## config.mk

```make
export PLATFORM = sky130hd
export DESIGN_NAME = shift_rows_stream_flat
export DESIGN_NICKNAME = d
export VERILOG_FILES = /design/src/rtl/shift_rows_stream_if.sv /design/src/rtl/shift_rows_stream.sv /design/src/flat_wrapper.sv
export SDC_FILE = /design/constraint.sdc
export NUM_CORES = 1
export LEC_CHECK = 0
export CELL_PAD_IN_SITES_DETAIL_PLACEMENT = 1
export CELL_PAD_IN_SITES_GLOBAL_PLACEMENT = 1
export CORE_ASPECT_RATIO = 1.2
export CORE_MARGIN = 2
export CORE_UTILIZATION = 46
export CTS_BUF_LIST = sky130_fd_sc_hd__clkbuf_4 sky130_fd_sc_hd__clkbuf_8
export CTS_CLUSTER_DIAMETER = 50
export DETAILED_ROUTE_END_ITERATION = 10
export PLACE_DENSITY_LB_ADDON = 0.1
export SKIP_CTS_REPAIR_TIMING = 1
export SYNTH_ARGS = -nofsm -noshare
export SYNTH_HDL_FRONTEND = slang
export SYNTH_SLANG_ARGS = --single-unit
```

## constraint.sdc

```tcl
create_clock -name clk -period 3.9 [get_ports clk]
set_clock_uncertainty 0.05 [all_clocks]
set_input_delay 0.39 -clock clk [delete_from_list [all_inputs] [get_ports clk]]
set_output_delay 0.39 -clock clk [all_outputs]
set_load 0.03 [all_outputs]
```

## src/rtl/shift_rows_stream_if.sv

```systemverilog
// Valid/ready stream carrying one AES state word plus its ShiftRows mode tag.
//   valid : producer has a word
//   ready : consumer can take it
//   inv   : 0 = ShiftRows, 1 = InvShiftRows
//   data  : state word, column-major, W = 32*NB bits
// master = producer side, slave = consumer side.
interface shift_rows_stream_if #(
    parameter int W = 128
);
    logic         valid;
    logic         ready;
    logic         inv;
    logic [W-1:0] data;

    modport master (output valid, output inv, output data, input  ready);
    modport slave  (input  valid, input  inv, input  data, output ready);
endinterface

```

## src/rtl/shift_rows_stream.sv

```systemverilog
// Streaming ShiftRows / InvShiftRows stage with a small output FIFO.
//   clk, rst_n : clock, asynchronous active-low reset
//   flush      : synchronous clear of the buffer (wins over push and pop)
//   in_s       : slave stream; word is permuted combinationally and written on push
//   out_s      : master stream; presents the buffer head
//   count      : buffer occupancy, 0..DEPTH
// Byte (r,c) of a state lives at bits [W-1-8*(4c+r) -: 8].
module shift_rows_stream #(
    parameter int NB    = 4,
    parameter int DEPTH = 2
) (
    input  logic                       clk,
    input  logic                       rst_n,
    input  logic                       flush,
    shift_rows_stream_if.slave         in_s,
    shift_rows_stream_if.master        out_s,
    output logic [1:0]                 count
);
    localparam int         W       = 32 * NB;
    localparam int         PW      = (DEPTH > 1) ? $clog2(DEPTH) : 1;
    localparam logic [1:0] DEPTH_C = 2'(DEPTH);

    generate
        if (!(NB == 4 || NB == 6 || NB == 8)) begin : g_bad_nb
            $error("shift_rows_stream: NB must be 4, 6 or 8");
        end
        if (!(DEPTH == 1 || DEPTH == 2)) begin : g_bad_depth
            $error("shift_rows_stream: DEPTH must be 1 or 2");
        end
    endgenerate

    // Rijndael row offsets: 256-bit blocks shift rows 2 and 3 one further.
    function automatic int row_shift(input int r);
        return (NB == 8 && r >= 2) ? r + 1 : r;
    endfunction

    // Pure wiring: each output byte picks its source column at elaboration.
    logic [W-1:0] fwd_w, inv_w, perm_w;

    for (genvar c = 0; c < NB; c++) begin : g_col
        for (genvar r = 0; r < 4; r++) begin : g_row
            localparam int S  = row_shift(r);
            localparam int CF = (c + S) % NB;
            localparam int CI = (c - S + NB) % NB;
            assign fwd_w[W-1-8*(4*c+r) -: 8] = in_s.data[W-1-8*(4*CF+r) -: 8];
            assign inv_w[W-1-8*(4*c+r) -: 8] = in_s.data[W-1-8*(4*CI+r) -: 8];
        end
    end

    assign perm_w = in_s.inv ? inv_w : fwd_w;

    logic [W-1:0]    mem     [DEPTH];
    logic            mem_inv [DEPTH];
    logic [PW-1:0]   wr_ptr, rd_ptr;
    logic            rdy_en;   // keeps in_ready low until the first edge out of reset
    logic            push, pop;

    function automatic logic [PW-1:0] ptr_next(input logic [PW-1:0] p);
        return (int'(p) == DEPTH - 1) ? '0 : PW'(int'(p) + 1);
    endfunction

    // in_ready depends only on registered state, so no ready/valid loop forms.
    assign in_s.ready  = rdy_en && (count < DEPTH_C);
    assign out_s.valid = (count != 2'd0);
    assign out_s.data  = mem[rd_ptr];
    assign out_s.inv   = mem_inv[rd_ptr];

    assign push = in_s.valid && in_s.ready;
    assign pop  = out_s.valid && out_s.ready;

    always_ff @(posedge clk or negedge rst_n) begin
        if (!rst_n) begin
            count  <= 2'd0;
            wr_ptr <= '0;
            rd_ptr <= '0;
            rdy_en <= 1'b0;
            for (int i = 0; i < DEPTH; i++) begin
                mem[i]     <= '0;
                mem_inv[i] <= 1'b0;
            end
        end else begin
            rdy_en <= 1'b1;
            if (flush) begin
                count  <= 2'd0;
                wr_ptr <= '0;
                rd_ptr <= '0;
                for (int i = 0; i < DEPTH; i++) begin
                    mem[i]     <= '0;
                    mem_inv[i] <= 1'b0;
                end
            end else begin
                if (push) begin
                    mem[wr_ptr]     <= perm_w;
                    mem_inv[wr_ptr] <= in_s.inv;
                    wr_ptr          <= ptr_next(wr_ptr);
                end
                if (pop) begin
                    rd_ptr <= ptr_next(rd_ptr);
                end
                case ({push, pop})
                    2'b10:   count <= count + 2'd1;
                    2'b01:   count <= count - 2'd1;
                    default: count <= count;
                endcase
            end
        end
    end
endmodule

```

## src/flat_wrapper.sv

```systemverilog
// flat-port wrapper written by rule: the top's interface ports become plain ports
module shift_rows_stream_flat 
#(
    parameter int NB    = 4,
    parameter int DEPTH = 2
)
  (clk, rst_n, flush, count, in_s_valid, in_s_inv, in_s_data, in_s_ready, out_s_valid, out_s_inv, out_s_data, out_s_ready);
  shift_rows_stream_if #(.W(128)) in_s_i ();
  shift_rows_stream_if #(.W(128)) out_s_i ();
  input  logic clk;
  input  logic rst_n;
  input  logic flush;
  output logic [1:0] count;
  input wire logic [$bits(in_s_i.valid)-1:0] in_s_valid;
  input wire logic [$bits(in_s_i.inv)-1:0] in_s_inv;
  input wire logic [$bits(in_s_i.data)-1:0] in_s_data;
  output wire logic [$bits(in_s_i.ready)-1:0] in_s_ready;
  output wire logic [$bits(out_s_i.valid)-1:0] out_s_valid;
  output wire logic [$bits(out_s_i.inv)-1:0] out_s_inv;
  output wire logic [$bits(out_s_i.data)-1:0] out_s_data;
  input wire logic [$bits(out_s_i.ready)-1:0] out_s_ready;
  assign in_s_i.valid = in_s_valid;
  assign in_s_i.inv = in_s_inv;
  assign in_s_i.data = in_s_data;
  assign in_s_ready = in_s_i.ready;
  assign out_s_valid = out_s_i.valid;
  assign out_s_inv = out_s_i.inv;
  assign out_s_data = out_s_i.data;
  assign out_s_i.ready = out_s_ready;
  shift_rows_stream #(.NB(NB), .DEPTH(DEPTH)) u_core (.clk(clk), .rst_n(rst_n), .flush(flush), .in_s(in_s_i), .out_s(out_s_i), .count(count));
endmodule
```

== Yosys cells after proc, flatten, opt, wreduce, memory -nomap -nowiden ==
Index checks and enable logic that the tools add are counted.

* Bitwise gates (word level): 2
* Reductions and logical operators: 8
* Equal/unequal tests: 2
* Order comparisons: 4
* Multiplexer cells: 25
* $add $sub $neg: 4

{| class="wikitable"
|+ Operators by type and width
! operator !! count
|-
| $mux 128 || 4
|-
| $mux 256 || 2
|-
| $bwmux 256 || 1
|-
| $demux 128 s1 || 1
|-
| $mux 120 || 1
|-
| $mux 1 || 10
|-
| $mux 2 || 3
|-
| $reduce_bool 2->1 || 3
|-
| $ge 2x2->1 const B || 2
|-
| $logic_and 1x1->1 || 4
|-
| $not 1->2 || 2
|-
| $pmux 2 s2 || 1
|-
| $reduce_bool 3->1 || 1
|-
| $add 1x1->1 const B || 2
|-
| $add 2x1->2 const B || 1
|-
| $bwmux 2 || 1
|-
| $eq 2x1->1 const B || 1
|-
| $eq 2x2->1 const B || 1
|-
| $lt 2x1->1 const B || 1
|-
| $lt 2x2->1 const B || 1
|-
| $sub 2x1->2 const B || 1
|-
| $demux 1 s1 || 1
|}

* Output and inout bits: 133
* Input port bits: 134
* Logic and storage cells: 53
* Bits in registers: 263

== Longest topological paths before layout ==
* Depth in word-level cells: 8
* Gate-level depth with buffers: 6
* Depth with buffers taken out: 3

== Worst setup path after synthesis ==
Ideal clock, no wire load.

* Path type: reg2out
* From: register u_core.rd_ptr
* To: output port out_s_data[100]
* Stages on the path, launching flop included: 4
* Buffers on the path: 2
* Data required time: 3.460 ns
* Arrival: 1.247 ns
* Setup slack: 2.213 ns
* Cell sequence: dfrtp_1 > clkbuf_1 > buf_2 > mux2_2

* Longest elaborated chain between the ends: 4

{| class="wikitable"
|+ Ends and longest elaborated chain
! item !! RTL line !! source
|-
| start, declared || shift_rows_stream.sv:54 || <nowiki>logic [PW-1:0] wr_ptr, rd_ptr;</nowiki>
|-
| start signal, assigned || shift_rows_stream.sv:98 || <nowiki>rd_ptr <= ptr_next(rd_ptr);</nowiki>
|-
| $not 1->2 (implied by the code) || shift_rows_stream.sv:65 || <nowiki>assign out_s.data = mem[rd_ptr];</nowiki>
|-
| $mux 128 (implied by the code) (3 in series) || shift_rows_stream.sv:65 ||
|-
| end, declared || flat_wrapper.sv:20 || <nowiki>output wire logic [$bits(out_s_i.data)-1:0] out_s_data;</nowiki>
|}

Every way passes these cells. The select of a mux whose other input is x is not followed.

== Worst setup path in the final report ==
* From: register u_core.rd_ptr
* To: output port out_s_data[106]

Same word-level chain as after synthesis.

==> flow_results.xml <==
<?xml version="1.0" encoding="UTF-8"?>
<metrics>
  <group name="global_route">
    <metric name="grt_overflow_total" unit="">0</metric>
    <metric name="number_of_global_route_vias_before_repair" unit="">9246</metric>
    <metric name="grt_first_pass_wirelength" unit="microns">51710</metric>
    <metric name="grt_antenna_before_repair" unit="">3</metric>
    <metric name="grt_start_max_net_pins" unit="">100</metric>
    <metric name="track_usage" unit="">0.2436</metric>
  </group>
  <group name="synth">
    <metric name="yosys_warnings" unit="">0</metric>
    <metric name="count_of_state_elements_after_synthesis" unit="">263</metric>
    <metric name="synth.net_count" unit="">957</metric>
    <metric name="synth_top_flop_cell" unit="">sky130_fd_sc_hd__dfrtp_1</metric>
    <metric name="syn-cell-area" unit="sq um">11710</metric>
    <metric name="synth_seq_area_share" unit="">0.5618</metric>
    <metric name="syn_area_per_cell" unit="sq um">14.23</metric>
    <metric name="post_synth_inst_count" unit="">823</metric>
    <metric name="synth_edf_count" unit="">0</metric>
    <metric name="library_cells_used_by_synthesis" unit="">31</metric>
    <metric name="synth-async-reset-ratio" unit="">1.000</metric>
  </group>
  <group name="final_layout">
    <metric name="final.fill_count" unit="">2484</metric>
    <metric name="final_nets" unit="">1208</metric>
    <metric name="final-instance-count-excl-fill" unit="">1430</metric>
    <metric name="layout-area-overhead-vs-synth" unit="%">31.44</metric>
    <metric name="multi_input_area" unit="sq um">4643</metric>
    <metric name="seq_area" unit="sq um">6585</metric>
    <metric name="drive_gt1_frac" unit="">0.2195</metric>
  </group>
  <group name="placed_design">
    <metric name="dp.cells" unit="">1356</metric>
    <metric name="port-buffer-count" unit="">266</metric>
    <metric name="final_weighted_congestion_in_routability_driven_placement" unit="">0.7292</metric>
    <metric name="placed_wire_length_estimate_after_detailed_placement" unit="microns">20530</metric>
  </group>
  <group name="route">
    <metric name="ant_nets_after_route" unit="">0</metric>
    <metric name="route.final.wire_length" unit="microns">32520</metric>
    <metric name="drt-wirelength-per-cell" unit="microns">22.74</metric>
    <metric name="drcViolationCount" unit="">0</metric>
    <metric name="firstDrtPassIters" unit="">4</metric>
    <metric name="via_count" unit="">8285</metric>
    <metric name="drt-vias-per-instance" unit="">5.794</metric>
    <metric name="detailedRoute.firstIterationViolations" unit="">310</metric>
  </group>
  <group name="timing">
    <metric name="achievable-frequency" unit="GHz">0.3076</metric>
    <metric name="final_period_minus_worst_setup_slack" unit="ns">3.251</metric>
    <metric name="rsz_0062_raised_after_global_routing" unit="">false</metric>
    <metric name="report.final.hold_viol_count" unit="">0</metric>
    <metric name="final-setup-viol-count" unit="">0</metric>
    <metric name="max-slew-margin-rel" unit="">0.4466</metric>
    <metric name="timing.setup.tns" unit="ns">0</metric>
    <metric name="timing_worst_slew_pin_value" unit="ns">0.8301</metric>
    <metric name="pins_over_their_slew_limit" unit="">0</metric>
    <metric name="fin_crit_sh" unit="">0.8337</metric>
  </group>
  <group name="floorplanning">
    <metric name="chipHeight" unit="microns">178.8</metric>
    <metric name="rows" unit="">64</metric>
    <metric name="die_footprint" unit="sq um">26770</metric>
    <metric name="floorplan.initialDensity" unit="">0.4630</metric>
    <metric name="die_w" unit="microns">149.7</metric>
    <metric name="top_level_ports" unit="">267</metric>
    <metric name="placeableCoreArea" unit="sq um">25300</metric>
  </group>
  <group name="cts">
    <metric name="maximum_clock_insertion_buffer_count" unit="">3</metric>
    <metric name="number_of_clock_sinks_seen_by_cts" unit="">263</metric>
    <metric name="cts_tree" unit="">built</metric>
    <metric name="worstSkewPairLatency" unit="ns">0.53</metric>
    <metric name="clkTransAtPathRegs" unit="ns">0.06</metric>
    <metric name="cts.htree.levels" unit="">2</metric>
    <metric name="clk_root_buffer_cell" unit="">sky130_fd_sc_hd__clkbuf_8</metric>
    <metric name="number_of_cts_inserted_buffers" unit="">45</metric>
  </group>
  <group name="worst_setup_path">
    <metric name="timing_worst_setup_path_type" unit="">flop to output pin</metric>
    <metric name="critPathMaxFanout" unit="">45</metric>
    <metric name="required" unit="ns">3.46</metric>
    <metric name="timing.critical_path.to_type" unit="">output pin</metric>
    <metric name="r2r.worst_path.cells" unit="">4</metric>
    <metric name="worstSetupStartpointType" unit="">flop</metric>
    <metric name="cp.arrival" unit="ns">2.81</metric>
  </group>
  <group name="power_and_ir_drop">
    <metric name="clock_power_share" unit="">0.388</metric>
    <metric name="p_switching" unit="mW">1.672</metric>
    <metric name="net_sw_frac" unit="">0.2651</metric>
    <metric name="seq_power_share" unit="">0.460</metric>
    <metric name="p_leak" unit="nW">6.970</metric>
    <metric name="p_int" unit="mW">4.634</metric>
    <metric name="powerDensity" unit="nW/um^2">409.5</metric>
    <metric name="ir_drop" unit="mV">0.2259</metric>
    <metric name="power.share.combinational" unit="">0.152</metric>
    <metric name="total_power_draw" unit="mW">6.306</metric>
  </group>
  <group name="hold_path">
    <metric name="min-delay-path-class" unit="">primary input to async pin</metric>
  </group>
  <group name="run_status">
    <metric name="result_of_the_run" unit="">finished, final reports clean</metric>
  </group>
  <group name="job">
    <metric name="reported_max_cap_violation_count" unit="">0</metric>
  </group>
</metrics>
power by group through the flow:
| stage | Combinational [mW] | Sequential [mW] | Clock [mW] |
|---|---|---|---|
| finish | 0.959 | 2.90 | 2.45 |
| global route | 1.03 | 2.91 | 2.63 |
| CTS | 0.973 | 2.90 | 2.51 |
| detailed placement | 0.969 | 2.95 | 0 |
| global placement | 0.956 | 2.94 | 0 |
| floorplan | 0.537 | 2.91 | 0 |
worst max-delay path: stages, from the launching register on:
cell	delay [ns]
sky130_fd_sc_hd__dfrtp_4	0.91
sky130_fd_sc_hd__buf_4	0.37
sky130_fd_sc_hd__mux2_2	0.37
sky130_fd_sc_hd__clkdlybuf4s50_1	0.60
metal layers:
metal  GRT usage  share of wire  up-vias
met4     0.06564          0.022        4
met1      0.3113           0.42     4330
met5           0        0.00077        -
li1            -              -     3686
met3     0.06412          0.062       51
met2      0.4121           0.49      214
metrics by stage:
stage | setup slack (ns) | hold WS (ns) | utilization | area, sq um
after floorplan | 2.213 | 0.04441 | - | 11720
after global placement | 1.190 | 0.4131 | 0.5741 | 14530
after detailed placement | 1.123 | 0.4140 | 0.5741 | 14530
after CTS | 0.6069 | -0.1512 | 0.6079 | 15380
after global routing | 0.5570 | 0.4146 | 0.6083 | 15390
final | 0.6486 | 0.4214 | 0.6085 | 15400
synth_stat cells (3+ instances only):
| master | n | area (sq um) |
|---|---|---|
| sky130_fd_sc_hd__dfrtp_1 | 263 | 6581 |
| sky130_fd_sc_hd__buf_1 | 3 | 11.26 |
| sky130_fd_sc_hd__mux2_2 | 131 | 1475 |
| sky130_fd_sc_hd__a22o_1 | 130 | 1139 |
| sky130_fd_sc_hd__nor4_1 | 4 | 25.02 |
| sky130_fd_sc_hd__buf_2 | 43 | 215.2 |
| sky130_fd_sc_hd__a21o_1 | 5 | 37.54 |
| sky130_fd_sc_hd__buf_6 | 16 | 180.2 |
| sky130_fd_sc_hd__clkbuf_1 | 8 | 30.03 |
| sky130_fd_sc_hd__nor2_1 | 4 | 15.01 |
| sky130_fd_sc_hd__mux2i_1 | 64 | 640.6 |
| sky130_fd_sc_hd__buf_4 | 8 | 60.06 |
| sky130_fd_sc_hd__o2bb2ai_2 | 11 | 165.2 |
| sky130_fd_sc_hd__o2bb2ai_1 | 111 | 972.2 |
| sky130_fd_sc_hd__o21ai_0 | 3 | 15.01 |
logic make-up after synthesis:
family                 after synthesis  share of synthesized area
AO/OA/AOI/OAI                      265                     0.2031
other                                1                  0.0003201
XOR/XNOR                             1                  0.0007478
multiplexers                       195                     0.1806
AND/OR/NAND/NOR                     18                    0.01036
buffers and inverters               80                    0.04304
flip-flops                         263                     0.5618
state kept, by name (all words and copies together), names as in the netlist:
| name | cells |
|---|---|
| u_core.mem_inv | 2 |
| u_core.rd_ptr | 1 |
| u_core.mem | 256 |
| u_core.rdy_en | 1 |
| u_core.count | 2 |
| u_core.wr_ptr | 1 |
cell type report:
cell class | instances | share of cell area
antenna | 2 | 0.0003250
clock buffer | 66 | 0.05208
clock inverter | 5 | 0.003575
inverter | 2 | 0.0004875
multi-input combinational | 480 | 0.3015
sequential | 263 | 0.4276
tap | 330 | 0.02681
timing repair buffer | 282 | 0.1875
placed cells by master (no fill, tap or decap):
| cell | count |
|---|---|
| sky130_fd_sc_hd__nor4_1 | 4 |
| sky130_fd_sc_hd__nor2_1 | 3 |
| sky130_fd_sc_hd__o21ai_0 | 3 |
| sky130_fd_sc_hd__or2_2 | 2 |
| sky130_fd_sc_hd__conb_1 | 1 |
| sky130_fd_sc_hd__mux2_2 | 131 |
| sky130_fd_sc_hd__nand4_1 | 1 |
| sky130_fd_sc_hd__inv_1 | 2 |
| sky130_fd_sc_hd__buf_12 | 8 |
| sky130_fd_sc_hd__buf_4 | 8 |
| sky130_fd_sc_hd__nor3_2 | 1 |
| sky130_fd_sc_hd__nand2b_2 | 1 |
| sky130_fd_sc_hd__and3b_4 | 1 |
| sky130_fd_sc_hd__clkinvlp_4 | 2 |
| sky130_fd_sc_hd__nand3b_4 | 1 |
| sky130_fd_sc_hd__clkinv_2 | 2 |
| sky130_fd_sc_hd__nor2b_1 | 1 |
| sky130_fd_sc_hd__or3_2 | 1 |
| sky130_fd_sc_hd__bufinv_16 | 1 |
| sky130_fd_sc_hd__a21oi_4 | 2 |
| sky130_fd_sc_hd__a21oi_1 | 2 |
| sky130_fd_sc_hd__nand2_1 | 1 |
| sky130_fd_sc_hd__a22o_1 | 130 |
| sky130_fd_sc_hd__nor2_4 | 1 |
| sky130_fd_sc_hd__o2bb2ai_1 | 111 |
| sky130_fd_sc_hd__diode_2 | 2 |
| sky130_fd_sc_hd__a311oi_1 | 1 |
| sky130_fd_sc_hd__xor2_1 | 1 |
| sky130_fd_sc_hd__a21o_1 | 5 |
| sky130_fd_sc_hd__dfrtp_1 | 262 |
| sky130_fd_sc_hd__clkdlybuf4s50_1 | 264 |
| sky130_fd_sc_hd__dlygate4sd3_1 | 1 |
| sky130_fd_sc_hd__buf_8 | 1 |
| sky130_fd_sc_hd__dfrtp_4 | 1 |
| sky130_fd_sc_hd__clkbuf_8 | 49 |
| sky130_fd_sc_hd__mux2i_1 | 64 |
| sky130_fd_sc_hd__clkbuf_4 | 17 |
| sky130_fd_sc_hd__o2bb2ai_2 | 11 |
path summary, 6_finish.rpt:
kind,to,slack [ns],start
max,out_s_data[106],0.65,u_core.rd_ptr
min,u_core.mem[111],0.42,rst_n
max reg2reg,u_core.mem[181],1.60,u_core.count[1]
min reg2reg,u_core.mem[0],0.43,u_core.mem[0]
max in group asynchronous,u_core.mem[103],2.45,rst_n
min in group clk,u_core.mem[78],0.42,in_s_data[14]
Note: power is estimated with default switching activity, not from simulation.
